**src/rtl/kb_disp_ctrl_if.sv**
```systemverilog
// Byte stream from the PS/2 receiver into the key sequencer, and the
// key/display controls from the sequencer to the seven-segment driver.
interface kb_disp_ctrl_if #(
    parameter int CNT_W = 8
);
    logic [7:0]       ps2dis_data;
    logic             ps2dis_recFlag;
    logic [7:0]       key_code;
    logic             key_ext;
    logic [7:0]       ascii;
    logic [CNT_W-1:0] key_cnt;
    logic             key_down;
    logic             key_event;
    logic             disp_blank;

    modport master (
        output ps2dis_data, ps2dis_recFlag,
        input  key_code, key_ext, ascii, key_cnt, key_down, key_event, disp_blank
    );

    modport slave (
        input  ps2dis_data, ps2dis_recFlag,
        output key_code, key_ext, ascii, key_cnt, key_down, key_event, disp_blank
    );
endinterface

```
**src/rtl/kb_disp_ctrl.sv**
```systemverilog
// PS/2 set-2 scan-code sequencer: decodes make/break/extended prefixes, tracks the
// held key, suppresses typematic repeats, counts presses and drives display controls.
module kb_disp_ctrl #(
    parameter int CNT_W     = 8,
    parameter bit DROP_CTRL = 1'b1
) (
    input  logic          clk,
    input  logic          rst,
    kb_disp_ctrl_if.slave bus
);

    localparam logic [7:0] B_EXT = 8'hE0;
    localparam logic [7:0] B_BRK = 8'hF0;
    localparam logic [7:0] B_BAT = 8'hAA;
    localparam logic [7:0] B_ACK = 8'hFA;

    typedef enum logic [4:0] {
        S_IDLE    = 5'b00001,
        S_WAIT    = 5'b00010,
        S_EXT     = 5'b00100,
        S_BRK     = 5'b01000,
        S_EXT_BRK = 5'b10000
    } state_e;

    state_e           state_q, state_d;
    logic [7:0]       key_code_q;
    logic             key_ext_q;
    logic [7:0]       ascii_q;
    logic [CNT_W-1:0] key_cnt_q;
    logic             key_down_q;
    logic             key_event_q;
    logic             disp_blank_q;

    logic             do_make_d;
    logic             make_ext_d;
    logic             do_release_d;

    logic [7:0]       rx_byte;
    logic             rx_valid;
    logic             rx_is_prefix;
    logic             rx_is_ctrl;
    logic             held_plain;
    logic             held_ext;

    // Set-2 scan code to ASCII for letters, main-row digits and space.
    function automatic logic [7:0] ascii_lut(input logic [7:0] code);
        logic [7:0] a;
        case (code)
            8'h1C: a = 8'h41;  8'h32: a = 8'h42;  8'h21: a = 8'h43;  8'h23: a = 8'h44;
            8'h24: a = 8'h45;  8'h2B: a = 8'h46;  8'h34: a = 8'h47;  8'h33: a = 8'h48;
            8'h43: a = 8'h49;  8'h3B: a = 8'h4A;  8'h42: a = 8'h4B;  8'h4B: a = 8'h4C;
            8'h3A: a = 8'h4D;  8'h31: a = 8'h4E;  8'h44: a = 8'h4F;  8'h4D: a = 8'h50;
            8'h15: a = 8'h51;  8'h2D: a = 8'h52;  8'h1B: a = 8'h53;  8'h2C: a = 8'h54;
            8'h3C: a = 8'h55;  8'h2A: a = 8'h56;  8'h1D: a = 8'h57;  8'h22: a = 8'h58;
            8'h35: a = 8'h59;  8'h1A: a = 8'h5A;
            8'h16: a = 8'h31;  8'h1E: a = 8'h32;  8'h26: a = 8'h33;  8'h25: a = 8'h34;
            8'h2E: a = 8'h35;  8'h36: a = 8'h36;  8'h3D: a = 8'h37;  8'h3E: a = 8'h38;
            8'h46: a = 8'h39;  8'h45: a = 8'h30;
            8'h29: a = 8'h20;
            default: a = 8'h00;
        endcase
        return a;
    endfunction

    assign rx_byte      = bus.ps2dis_data;
    assign rx_valid     = bus.ps2dis_recFlag;
    assign rx_is_prefix = (rx_byte == B_EXT) || (rx_byte == B_BRK);
    assign rx_is_ctrl   = (rx_byte == B_BAT) || (rx_byte == B_ACK);
    // A held key only matches a code of the same extended-ness.
    assign held_plain   = key_down_q && !key_ext_q && (rx_byte == key_code_q);
    assign held_ext     = key_down_q &&  key_ext_q && (rx_byte == key_code_q);

    // Protocol decode: next state plus make/release strobes for this byte.
    always_comb begin
        state_d      = state_q;
        do_make_d    = 1'b0;
        make_ext_d   = 1'b0;
        do_release_d = 1'b0;
        case (state_q)
            S_IDLE: begin
                state_d = S_WAIT;
            end
            S_WAIT: begin
                if (!rx_valid) begin
                    state_d = S_WAIT;
                end else if (rx_byte == B_EXT) begin
                    state_d = S_EXT;
                end else if (rx_byte == B_BRK) begin
                    state_d = S_BRK;
                end else if (DROP_CTRL && rx_is_ctrl) begin
                    state_d = S_WAIT;
                end else begin
                    do_make_d = !held_plain;
                end
            end
            S_EXT: begin
                if (!rx_valid) begin
                    state_d = S_EXT;
                end else if (rx_byte == B_BRK) begin
                    state_d = S_EXT_BRK;
                end else if (rx_byte == B_EXT) begin
                    state_d = S_EXT;
                end else begin
                    do_make_d  = !held_ext;
                    make_ext_d = 1'b1;
                    state_d    = S_WAIT;
                end
            end
            S_BRK: begin
                if (rx_valid) begin
                    do_release_d = !rx_is_prefix && held_plain;
                    state_d      = S_WAIT;
                end else begin
                    state_d = S_BRK;
                end
            end
            S_EXT_BRK: begin
                if (rx_valid) begin
                    do_release_d = !rx_is_prefix && held_ext;
                    state_d      = S_WAIT;
                end else begin
                    state_d = S_EXT_BRK;
                end
            end
            default: begin
                state_d = S_IDLE;
            end
        endcase
    end

    // FSM state and all registered key/display outputs.
    always_ff @(posedge clk or posedge rst) begin
        if (rst) begin
            state_q      <= S_IDLE;
            key_code_q   <= 8'h00;
            key_ext_q    <= 1'b0;
            ascii_q      <= 8'h00;
            key_cnt_q    <= {CNT_W{1'b0}};
            key_down_q   <= 1'b0;
            key_event_q  <= 1'b0;
            disp_blank_q <= 1'b1;
        end else begin
            state_q     <= state_d;
            key_event_q <= do_make_d;
            if (do_make_d) begin
                key_code_q   <= rx_byte;
                key_ext_q    <= make_ext_d;
                ascii_q      <= make_ext_d ? 8'h00 : ascii_lut(rx_byte);
                key_cnt_q    <= key_cnt_q + {{(CNT_W-1){1'b0}}, 1'b1};
                key_down_q   <= 1'b1;
                disp_blank_q <= 1'b0;
            end else if (do_release_d) begin
                key_down_q   <= 1'b0;
                disp_blank_q <= 1'b1;
            end else begin
                key_down_q   <= key_down_q;
                disp_blank_q <= disp_blank_q;
            end
        end
    end

    assign bus.key_code   = key_code_q;
    assign bus.key_ext    = key_ext_q;
    assign bus.ascii      = ascii_q;
    assign bus.key_cnt    = key_cnt_q;
    assign bus.key_down   = key_down_q;
    assign bus.key_event  = key_event_q;
    assign bus.disp_blank = disp_blank_q;

endmodule

```
**src/flat_wrapper.sv**
```systemverilog
// flat-port wrapper written by rule: the top's interface ports become plain ports
module kb_disp_ctrl_flat 
#(
    parameter int CNT_W     = 8,
    parameter bit DROP_CTRL = 1'b1
)
  (clk, rst, bus_ps2dis_data, bus_ps2dis_recFlag, bus_key_code, bus_key_ext, bus_ascii, bus_key_cnt, bus_key_down, bus_key_event, bus_disp_blank);
  kb_disp_ctrl_if #(.CNT_W(CNT_W)) bus_i ();
  input  logic clk;
  input  logic rst;
  input wire logic [$bits(bus_i.ps2dis_data)-1:0] bus_ps2dis_data;
  input wire logic [$bits(bus_i.ps2dis_recFlag)-1:0] bus_ps2dis_recFlag;
  output wire logic [$bits(bus_i.key_code)-1:0] bus_key_code;
  output wire logic [$bits(bus_i.key_ext)-1:0] bus_key_ext;
  output wire logic [$bits(bus_i.ascii)-1:0] bus_ascii;
  output wire logic [$bits(bus_i.key_cnt)-1:0] bus_key_cnt;
  output wire logic [$bits(bus_i.key_down)-1:0] bus_key_down;
  output wire logic [$bits(bus_i.key_event)-1:0] bus_key_event;
  output wire logic [$bits(bus_i.disp_blank)-1:0] bus_disp_blank;
  assign bus_i.ps2dis_data = bus_ps2dis_data;
  assign bus_i.ps2dis_recFlag = bus_ps2dis_recFlag;
  assign bus_key_code = bus_i.key_code;
  assign bus_key_ext = bus_i.key_ext;
  assign bus_ascii = bus_i.ascii;
  assign bus_key_cnt = bus_i.key_cnt;
  assign bus_key_down = bus_i.key_down;
  assign bus_key_event = bus_i.key_event;
  assign bus_disp_blank = bus_i.disp_blank;
  kb_disp_ctrl #(.CNT_W(CNT_W), .DROP_CTRL(DROP_CTRL)) u_core (.clk(clk), .rst(rst), .bus(bus_i));
endmodule
```
**config.mk**
```make
export PLATFORM = sky130hd
export DESIGN_NAME = kb_disp_ctrl_flat
export DESIGN_NICKNAME = d
export VERILOG_FILES = /design/src/rtl/kb_disp_ctrl_if.sv /design/src/rtl/kb_disp_ctrl.sv /design/src/flat_wrapper.sv
export SDC_FILE = /design/constraint.sdc
export NUM_CORES = 1
export LEC_CHECK = 0
export CAP_MARGIN = 40
export CELL_PAD_IN_SITES_DETAIL_PLACEMENT = 1
export CELL_PAD_IN_SITES_GLOBAL_PLACEMENT = 2
export CORE_UTILIZATION = 33
export CTS_CLUSTER_SIZE = 40
export DETAILED_ROUTE_END_ITERATION = 7
export PLACE_DENSITY = 0.87
export RECOVER_POWER = 50
export SYNTH_ARGS = -nofsm -noshare
export SYNTH_HDL_FRONTEND = slang
export SYNTH_SLANG_ARGS = --single-unit
```
**constraint.sdc**
```tcl
create_clock -name clk -period 2.85 [get_ports clk]
set_clock_uncertainty 0.15 [all_clocks]
set_input_delay 0.855 -clock clk [delete_from_list [all_inputs] [get_ports clk]]
set_output_delay 0.855 -clock clk [all_outputs]
set_load 0.1 [all_outputs]
```
==> results.py <==
metrics = {
    "synthesis": {
        "async_flop_share_pct": 100,
        "synth.avg_cell_area_um2": 9.41,
        "synth_ff_type": "dfrtp_1",
        "synthDistinctLibCells": 61,
        "syn_area_mm2": 0.00244,
        "synthCells": 259,
        "synth_area_leaders": "dfrtp_1, ha_1, mux2_4",
        "postSynthNetCount": 278,
        "synth_warnings": 0,
        "synth_top_area_cell": "dfrtp_1",
        "yosysMostFrequentCell": "dfrtp_1",
        "ys_top_cells_by_count": "dfrtp_1, nand2_1, o21ai_0, nor2_1, a21oi_1",
        "synth_edf_count": 0,
        "ys_seq_area_share_pct": 33.0,
        "synth_top_area_share_pct": 30.8,
        "ys_seq_elements": 32,
    },
    "global_routing": {
        "grt_max_degree": 33,
        "grt_first_pass_wirelength_um": 13200,
        "grt-ovfl-total": 0,
        "antenna_found_initial": 0,
        "first_global_vias": 2504,
        "grtUsageTotal_pct": 22.4,
    },
    "layout": {
        "stdcell_area_mm2": 0.00335,
        "finalNetCount": 358,
        "multi_input_area_mm2": 0.00157,
        "areaGrowthSynthToFinish_pct": 37.6,
        "antennaDiodeCount": 0,
        "seq_area_um2": 803,
        "fillers": 797,
        "final_core_util_pct": 48.3,
        "final_cells": 436,
        "drive_above_1_share_pct": 36.5,
    },
    "critical_path": {
        "worstPathArrival_ns": 2.82,
        "r2r_end": "u_core.bus.key_down",
        "cpPeakStageDelay_ns": 0.49,
        "path_max_fanout": 7,
        "crit_cells": 7,
        "r2r-start": "u_core.state_q[4]",
        "r2r_slack_ns": 0.37,
        "path_cells": "clkdlybuf4s50_1 -> xor2_1 -> or4_4 -> o2111ai_2 -> buf_4 -> buf_4 -> mux2_2",
        "crit_buf_inv": 3,
        "cp_slowest_cell": "or4_4",
        "start_kind": "input port",
        "worstSetupPathType": "input port to flip-flop",
        "cp-end-kind": "flip-flop",
        "cpMostUsedCell": "buf_4",
        "cp_data_required_time_ns": 2.87,
        "cpLargestDelayFamily": "buffers and inverters",
        "ff2ff_path_depth": 7,
    },
    "die": {
        "rows": 30,
        "chipWidth_um": 87.9,
        "io_pins": 39,
        "initial_core_util_pct": 35.1,
        "die_area_mm2": 0.00773,
        "coreArea_mm2": 0.00694,
        "die_y_um": 87.9,
    },
    "timing": {
        "fin_crit_sh_pct": 98.2,
        "setup_violations": 0,
        "fmax_ghz": 0.357,
        "worst_pin_slew_ns": 1.17,
        "max_slew_margin_pct": 22.3,
        "min_period_ns": 2.80,
        "hold_viol_final": 0,
        "finalMaxSlewViolations": 0,
    },
    "placement": {
        "place_hpwl_um": 6010,
        "gp_congestion": 0.868,
        "place_inst": 423,
        "io_buffers": 37,
        "place_area_mm2": 0.00314,
    },
    "worst_hold_path": {
        "min_to": "u_core.bus.disp_blank",
        "hold_path.class": "flip-flop to flip-flop",
        "min_path_cells": 2,
        "hold_start": "u_core.bus.disp_blank",
    },
    "clocking": {
        "clkSinkCount": 32,
        "cts_max_level": 2,
        "cts.path.max_buffers": 2,
        "cts-root-buf": "clkbuf_8",
        "insertion_delay_ns": 0.28,
        "cts_hold_buffers": 0,
        "numCtsBuffers": 5,
        "cts_tree": "yes",
        "clk_pin_slew_worst_paths_ns": 0.07,
    },
    "power": {
        "peakVddDrop_v": 0.000502,
        "p_per_area_mw_per_mm2": 970,
        "p_leak_nw": 1.49,
    },
    "route": {
        "drc": 0,
        "num_vias": 2358,
        "avgRoutedWirePerCell_um": 18.5,
        "viasPerCell": 5.41,
        "totalWireLength_um": 8060,
        "dr.first_iter.drc_count": 76,
        "dr.pass1.iters": 4,
        "ant_nets": 0,
    },
    "job": {
        "drv_cap": 0,
    },
    "run_status": {
        "status": "complete, no violations",
    },
}
## worst min-delay path: stages, from the launching register on
cell and delay (ns):
dfstp_2 0.37, inv_1 0.04, a21oi_1 0.05
## logic make-up (layout without fill, tap and decap cells)
logic type	after synthesis	in the layout	share of synthesized area [%]
xor gates and xnor gates	18	18	6.78
AOI/OAI and AO/OA	72	72	21.6
adders and majority gates	8	8	4.11
buffers and inverters	29	110	6.01
other	1	1	0.154
DFF	32	32	33.0
and+or+nand+nor	83	83	19.2
muxes	16	16	9.19
## repair_timing
action	4_1_cts	5_1_grt
gates cloned	0	1
pin swaps	4	0
setup buffers	3	1
endpoints found under the setup margin	25	11
gates resized for setup	17	9
## cell usage in the layout (no fill, tap or decap), drive strengths merged, types with 3 or more instances in the layout
cell type,n
buf,73
dfrtp,30
nand2,25
clkbuf,16
o21ai,14
mux2,13
nor2,12
a21oi,11
nand3,10
xnor2,9
xor2,9
inv,9
ha,8
nor2b,7
a31oi,6
nand2b,5
a32o,5
clkdlybuf4s50,5
a211oi,5
a2111oi,5
nand4,4
nand3b,4
a22o,4
nor3b,4
a21o,4
o211ai,3
nor3,3
## area by class of cell
cell class	instances	area share [%]
clock buffer	6	2.16
clock inverter	2	1.05
inverter	9	1.16
multi-input combinational	198	46.8
sequential	32	24.0
tap	96	3.58
timing repair buffer	93	21.2
## state kept, by name (all words and copies together) (netlist names)
register               cells
u_core.bus.ascii           7
u_core.bus.disp_blank      1
u_core.bus.key_cnt         8
u_core.bus.key_code        8
u_core.bus.key_down        1
u_core.bus.key_event       1
u_core.bus.key_ext         1
u_core.state_q             5
## through the flow
step	setup WS, ns	total power, W	setup TNS, ns	hold slack (ns)
detailed placement	-0.573	0.00282	-12.32	0.307
global placement	-0.510	0.00277	-9.15	0.306
CTS	0.00321	0.00329	0	0.318
floorplan	-0.0299	0.00232	-0.0299	0.334
global route	-0.000960	0.00339	-0.000960	0.336
finish	0.0515	0.00325	0	0.316
## where the power goes
part | switching (W) | internal, W
registers | 0.000202 | 0.000618
logic | 0.00146 | 0.000539
clock network | 0.000176 | 0.000259
total | 0.00184 | 0.00142
## routing by layer
metal  part of all wire [%]  GRT usage, %
met1                     45          28.4
met2                     51          40.3
met3                    2.1          2.36
met4                    1.7          5.81
met5                      0             0
## worst max path at each step
stage,from,endpoint
6_report,bus_ps2dis_data[4],u_core.bus.key_code[2]
5_1_grt,bus_ps2dis_data[7],u_core.bus.key_code[6]
4_1_cts,bus_ps2dis_data[2],u_core.bus.ascii[1]
3_5_place_dp,bus_ps2dis_data[1],u_core.bus.key_cnt[6]
3_3_place_gp,bus_ps2dis_data[0],u_core.bus.ascii[1]
2_1_floorplan,bus_ps2dis_data[1],u_core.bus.ascii[1]
Note: power is estimated with default switching activity, not from simulation.
